`config.mk`:
```
export PLATFORM = sky130hd
export DESIGN_NAME = div_round_sat_buffer
export DESIGN_NICKNAME = d
export VERILOG_FILES = /design/src/rtl/div_round_sat_buffer.sv
export SDC_FILE = /design/constraint.sdc
export NUM_CORES = 2
export LEC_CHECK = 0
export ABC_AREA = 0
export CORE_MARGIN = 2
export CORE_UTILIZATION = 50
export CTS_CLUSTER_DIAMETER = 200
export DETAILED_ROUTE_END_ITERATION = 16
export GPL_TIMING_DRIVEN = 0
export PLACE_DENSITY_LB_ADDON = 0.1
export REMOVE_ABC_BUFFERS = 1
export SLEW_MARGIN = 20
export SYNTH_ARGS = -nofsm -noshare
export SYNTH_HDL_FRONTEND = slang
export SYNTH_SLANG_ARGS = --single-unit
```
`constraint.sdc`:
```
create_clock -name clk -period 14.9 [get_ports clk]
set_clock_uncertainty 0.1 [all_clocks]
set_input_delay 2.235 -clock clk [delete_from_list [all_inputs] [get_ports clk]]
set_output_delay 2.235 -clock clk [all_outputs]
set_load 0.1 [all_outputs]
```
`src/rtl/div_round_sat_buffer.sv`:
```
// Post-divider stage: tracks issue validity alongside the divider pipeline,
// rounds each quotient half away from zero, saturates it to OUT_W bits and
// queues it with its cb/cr side-band in a first-word-fall-through FIFO.
// A credit check keeps results from being lost under output backpressure.
module div_round_sat_buffer #(
    parameter int unsigned LATENCY = 36,
    parameter int unsigned OUT_W   = 16,
    parameter int unsigned DEPTH   = 8
) (
    input  logic             clk,
    input  logic             rst,
    input  logic             issue_valid,
    output logic             issue_ready,
    input  logic             issue_neg,
    input  logic             issue_div0,
    input  logic [34:0]      issue_dmag,
    input  logic [34:0]      quotient,
    input  logic [34:0]      reminder,
    input  logic [34:0]      in_cb,
    input  logic [34:0]      in_cr,
    output logic             out_valid,
    input  logic             out_ready,
    output logic [OUT_W-1:0] out_q,
    output logic [34:0]      out_cb,
    output logic [34:0]      out_cr,
    output logic             out_sat,
    output logic             out_div0,
    output logic             overflow
);

    localparam int unsigned DW    = 35;
    localparam int unsigned AW    = DW + 1;
    localparam int unsigned PTR_W = (DEPTH > 1) ? $clog2(DEPTH) : 1;
    localparam int unsigned CNT_W = $clog2(DEPTH + 1);
    // Every issue leaves the delay line and round stage within LATENCY+1 edges,
    // so inflight can never exceed LATENCY+1 even under protocol violations.
    localparam int unsigned INF_W = $clog2(LATENCY + 2);
    localparam int unsigned SUM_W = INF_W + CNT_W;

    localparam logic signed [AW-1:0] Q_MAX = AW'((1 << (OUT_W - 1)) - 1);
    localparam logic signed [AW-1:0] Q_MIN = ~Q_MAX;

    typedef struct packed {
        logic          valid;
        logic          neg;
        logic          div0;
        logic [DW-1:0] dmag;
    } tag_t;

    typedef struct packed {
        logic [OUT_W-1:0] q;
        logic [DW-1:0]    cb;
        logic [DW-1:0]    cr;
        logic             sat;
        logic             div0;
    } entry_t;

    tag_t                    dly [LATENCY];
    tag_t                    tap;

    logic                    rnd_up;
    logic signed [AW-1:0]    q_ext;
    logic signed [AW-1:0]    step;
    logic signed [AW-1:0]    q_rnd;
    entry_t                  rnd_d;

    logic                    rnd_valid;
    entry_t                  rnd_q;

    entry_t                  mem [DEPTH];
    entry_t                  head;
    logic [PTR_W-1:0]        wr_ptr;
    logic [PTR_W-1:0]        rd_ptr;
    logic [CNT_W-1:0]        fifo_count;
    logic                    full;
    logic                    rd_en;
    logic                    wr_en;
    logic                    drop;

    logic [INF_W-1:0]        inflight;

    assign tap = dly[LATENCY-1];

    // Delay line carrying issue validity and rounding context beside the divider
    always_ff @(posedge clk) begin
        if (!rst) begin
            for (int i = 0; i < int'(LATENCY); i++) begin
                dly[i] <= '0;
            end
        end else begin
            dly[0] <= '{valid: issue_valid, neg: issue_neg, div0: issue_div0, dmag: issue_dmag};
            for (int i = 1; i < int'(LATENCY); i++) begin
                dly[i] <= dly[i-1];
            end
        end
    end

    // Round half away from zero, then clip to the signed OUT_W range
    always_comb begin
        rnd_up = {reminder, 1'b0} >= {1'b0, tap.dmag};
        q_ext  = {quotient[DW-1], quotient};
        step   = '0;
        if (rnd_up) begin
            step = tap.neg ? '1 : AW'(1);
        end
        q_rnd    = q_ext + step;
        rnd_d    = '0;
        rnd_d.cb = in_cb;
        rnd_d.cr = in_cr;
        if (tap.div0) begin
            rnd_d.q    = tap.neg ? Q_MIN[OUT_W-1:0] : Q_MAX[OUT_W-1:0];
            rnd_d.div0 = 1'b1;
        end else if (q_rnd > Q_MAX) begin
            rnd_d.q   = Q_MAX[OUT_W-1:0];
            rnd_d.sat = 1'b1;
        end else if (q_rnd < Q_MIN) begin
            rnd_d.q   = Q_MIN[OUT_W-1:0];
            rnd_d.sat = 1'b1;
        end else begin
            rnd_d.q = q_rnd[OUT_W-1:0];
        end
    end

    // Round stage register, loaded only when the aligned tap is valid
    always_ff @(posedge clk) begin
        if (!rst) begin
            rnd_valid <= 1'b0;
            rnd_q     <= '0;
        end else begin
            rnd_valid <= tap.valid;
            if (tap.valid) begin
                rnd_q <= rnd_d;
            end
        end
    end

    assign full  = (fifo_count == CNT_W'(DEPTH));
    assign rd_en = out_valid && out_ready;
    assign wr_en = rnd_valid && (!full || rd_en);
    assign drop  = rnd_valid && full && !rd_en;

    // FIFO storage; contents are don't-care until the count says otherwise
    always_ff @(posedge clk) begin
        if (wr_en) begin
            mem[wr_ptr] <= rnd_q;
        end
    end

    // FIFO pointers, occupancy and sticky drop flag
    always_ff @(posedge clk) begin
        if (!rst) begin
            wr_ptr     <= '0;
            rd_ptr     <= '0;
            fifo_count <= '0;
            overflow   <= 1'b0;
        end else begin
            if (wr_en) begin
                wr_ptr <= wr_ptr + PTR_W'(1);
            end
            if (rd_en) begin
                rd_ptr <= rd_ptr + PTR_W'(1);
            end
            case ({wr_en, rd_en})
                2'b10:   fifo_count <= fifo_count + CNT_W'(1);
                2'b01:   fifo_count <= fifo_count - CNT_W'(1);
                default: fifo_count <= fifo_count;
            endcase
            if (drop) begin
                overflow <= 1'b1;
            end
        end
    end

    // Results still travelling through the divider and round stage
    always_ff @(posedge clk) begin
        if (!rst) begin
            inflight <= '0;
        end else begin
            inflight <= inflight + INF_W'(issue_valid) - INF_W'(rnd_valid);
        end
    end

    assign issue_ready = (SUM_W'(inflight) + SUM_W'(fifo_count)) < SUM_W'(DEPTH);

    // Fall-through head; forced to zero while the FIFO is empty
    assign out_valid = (fifo_count != '0);
    assign head      = out_valid ? mem[rd_ptr] : '0;
    assign out_q     = head.q;
    assign out_cb    = head.cb;
    assign out_cr    = head.cr;
    assign out_sat   = head.sat;
    assign out_div0  = head.div0;

endmodule

```
==> results.yml <==
run_status:
  status: "finished clean"
die:
  die_h_um: 381
  row_count: 138
  fp.dieW_um: 381
  initial_core_util: 0.503
  die-area_sq_um: 145000
  ios: 272
  core_area_sq_um: 141000
clocking:
  clock_sinks: 2181
  cts_resized: 0
  cts_hold_buf: 0
  clockBufferDepth: 3
  cts_buffers: 212
  cts_setup_buffers: 0
  clk_pin_slew_ns: 0.06
  clock_latency_ns: 0.81
  cts_tree: "done"
  cts_root_buf: "clkbuf_16"
  htreeDepth: 4
grt:
  grt_pass1_wl_mm: 184
  antenna_found_initial: 5
  grt_pass1_vias: 33300
  globalRouteTotalUtil: 0.161
  overflow: 0
  grt_max_degree: 239
cells_and_area:
  fin_area_sq_um: 84000
  syn_to_final_growth_pct: 18.4
  fillCellCount: 11000
  fin_nets: 5522
  layout-drive-gt1-share: 0.120
synthesis:
  synthMostInstantiatedCell: "dfxtp_1"
  syn_avg_cell_area_sq_um: 14.4
  ys_seq_area_frac: 0.715
  ys_warn_count: 0
  synth_edf_count: 704
  yosysTopAreaCell: "dfxtp_1"
  netlist_area_sq_um: 70900
  ys_top_cells_by_area: "dfxtp_1 42%, edfxtp_1 30%, and2_1 12%"
  netlist_instances: 4918
  synth_top_area_share: 0.417
  synth_seq_cells: 2181
  synth-main-ff-cell: "dfxtp_1"
  async_flop_share: 0
  ys_types: 77
  ys_top_cells_by_count: "1477 x dfxtp_1, 1385 x and2_1, 704 x edfxtp_1"
drt:
  drt-initial-drc-count: 2117
  postRouteAntennaNets: 0
  vias_per_cell: 4.75
  via_count: 34800
  drt_wl_total_mm: 116
  drc_errors: 0
  routedWlPerCell_um: 15.9
  first_pass_iters: 5
critical_path:
  slowest_stage: "a311oi_1"
  cp_max_fo: 18
  crit_start: "reminder[4]"
  crit_path_frequent_cell: "a21o_1"
  worstSetupPathType: "in2reg"
  worst_path_largest_cell_delay_ns: 0.88
  arrival_ns: 9.90
  worst-path-buf-inv: 3
  end_kind: "flop"
  worstReg2RegStart: "dly[17][43]"
  critPathLaunchType: "input port"
  path_delay_family: "compound AO/OA/AOI/OAI gates"
  critical_path_required_ns: 15.52
power:
  cellLeakagePower_nw: 32.5
  p_seq_frac: 0.526
  p_sw_frac: 0.196
  clock_power_share: 0.455
  switchingPower_w: 0.00228
  p_per_area_nw_per_um2: 139
  ir_drop_v: 0.0000847
  combPwrFrac: 0.019
  intPower_w: 0.00936
min_path:
  hold_path_class: "reg2reg"
  worstHoldStart: "dly[8][12]"
sta:
  worstMarginPinSlew_ns: 1.21
  rsz0062_at_grt: "no"
  tns_ns: 0
  fmax_mhz: 108
  period_minus_slack_ns: 9.28
  setup_violations: 0
  hold_viol_final: 0
  fin_crit_sh: 0.623
  slew_violations: 0
  relSlewSlack: 0.188
placed_design:
  placed_area_sq_um: 76800
  hpwl_mm: 69.8
  gp_congestion: 0.762
  io_buffer_count: 271
job:
  maxCapViolCount: 0
==> path summary, 6_finish.rpt <==
kind / end / slack [ns] / cells after the start
max: rnd_q[78] / 5.62 / 27
max reg2reg: rnd_q[78] / 7.17 / 27
min: dly[8][50] / 0.31 / 1
min reg2reg: dly[8][50] / 0.31 / 1
==> final cells by class <==
cell class,count,area (sq um),area share
clock buffer,329,6430,0.0766
inverter,62,233,0.00277
sequential,2181,50700,0.604
multi-input combinational,2421,19000,0.227
clock inverter,66,734,0.00875
tap,1890,2360,0.0282
antenna,2,5.00,0.0000596
timing repair buffer,376,4420,0.0526
==> cell usage in the layout, fill, tap and decap left out, types with 47 or more instances in the layout <==
cell,instances
inv_1,62
nor2b_1,79
clkbuf_1,55
dfxtp_1,1473
clkbuf_16,218
nor2_1,127
mux4_2,176
and2_1,1384
a21oi_1,47
clkbuf_8,56
nand2_1,66
mux2i_1,163
ha_1,84
edfxtp_1,704
clkdlybuf4s50_1,265
==> per-stage QoR <==
stage / setup slack (ns) / hold WS, ns / cells / power [W] / util
detailed placement: 4.73 / 0.317 / 6930 / 0.00648 / 0.544
global route: 5.16 / 0.323 / 7327 / 0.0121 / 0.595
finish: 5.62 / 0.312 / 7327 / 0.0116 / 0.595
global placement: -22.72 / 0.313 / 6825 / 0.00650 / 0.532
floorplan: 2.82 / 0.312 / 4664 / 0.00635 / -
CTS: 5.58 / 0.297 / 7325 / 0.0118 / 0.595
==> registers in the layout (all words and copies together), names as in the netlist, named ones only <==
| register | count |
|---|---|
| rd_ptr | 3 |
| rnd_valid | 1 |
| rnd_q | 88 |
| dly | 1368 |
| inflight | 6 |
| fifo_count | 4 |
| mem | 704 |
| wr_ptr | 3 |
| overflow | 1 |
==> kinds of logic after synthesis <==
group | share of synthesized area
flip-flops | 0.715
AND/OR/NAND/NOR | 0.148
multiplexers | 0.0791
buffers and inverters | 0.0173
AO/OA/AOI/OAI | 0.0208
adder cells (fa/ha/maj) | 0.0157
XOR/XNOR | 0.00358
==> routing by layer <==
layer | track usage | vias to the layer above | part of all wire
met5 | 0 | - | 0.00023
met3 | 0.0343 | 216 | 0.057
li1 | - | 17400 | -
met2 | 0.249 | 694 | 0.45
met1 | 0.224 | 16500 | 0.47
met4 | 0.0585 | 4 | 0.025
==> power groups by stage <==
| stage | sequential [W] | clock [W] | combinational (W) |
|---|---|---|---|
| CTS | 0.00612 | 0.00546 | 0.000229 |
| finish | 0.00612 | 0.00529 | 0.000224 |
| floorplan | 0.00625 | 0 | 0.000101 |
| detailed placement | 0.00625 | 0 | 0.000227 |
| global route | 0.00612 | 0.00570 | 0.000251 |
| global placement | 0.00625 | 0 | 0.000248 |
Power figures use the tool's default switching activity.
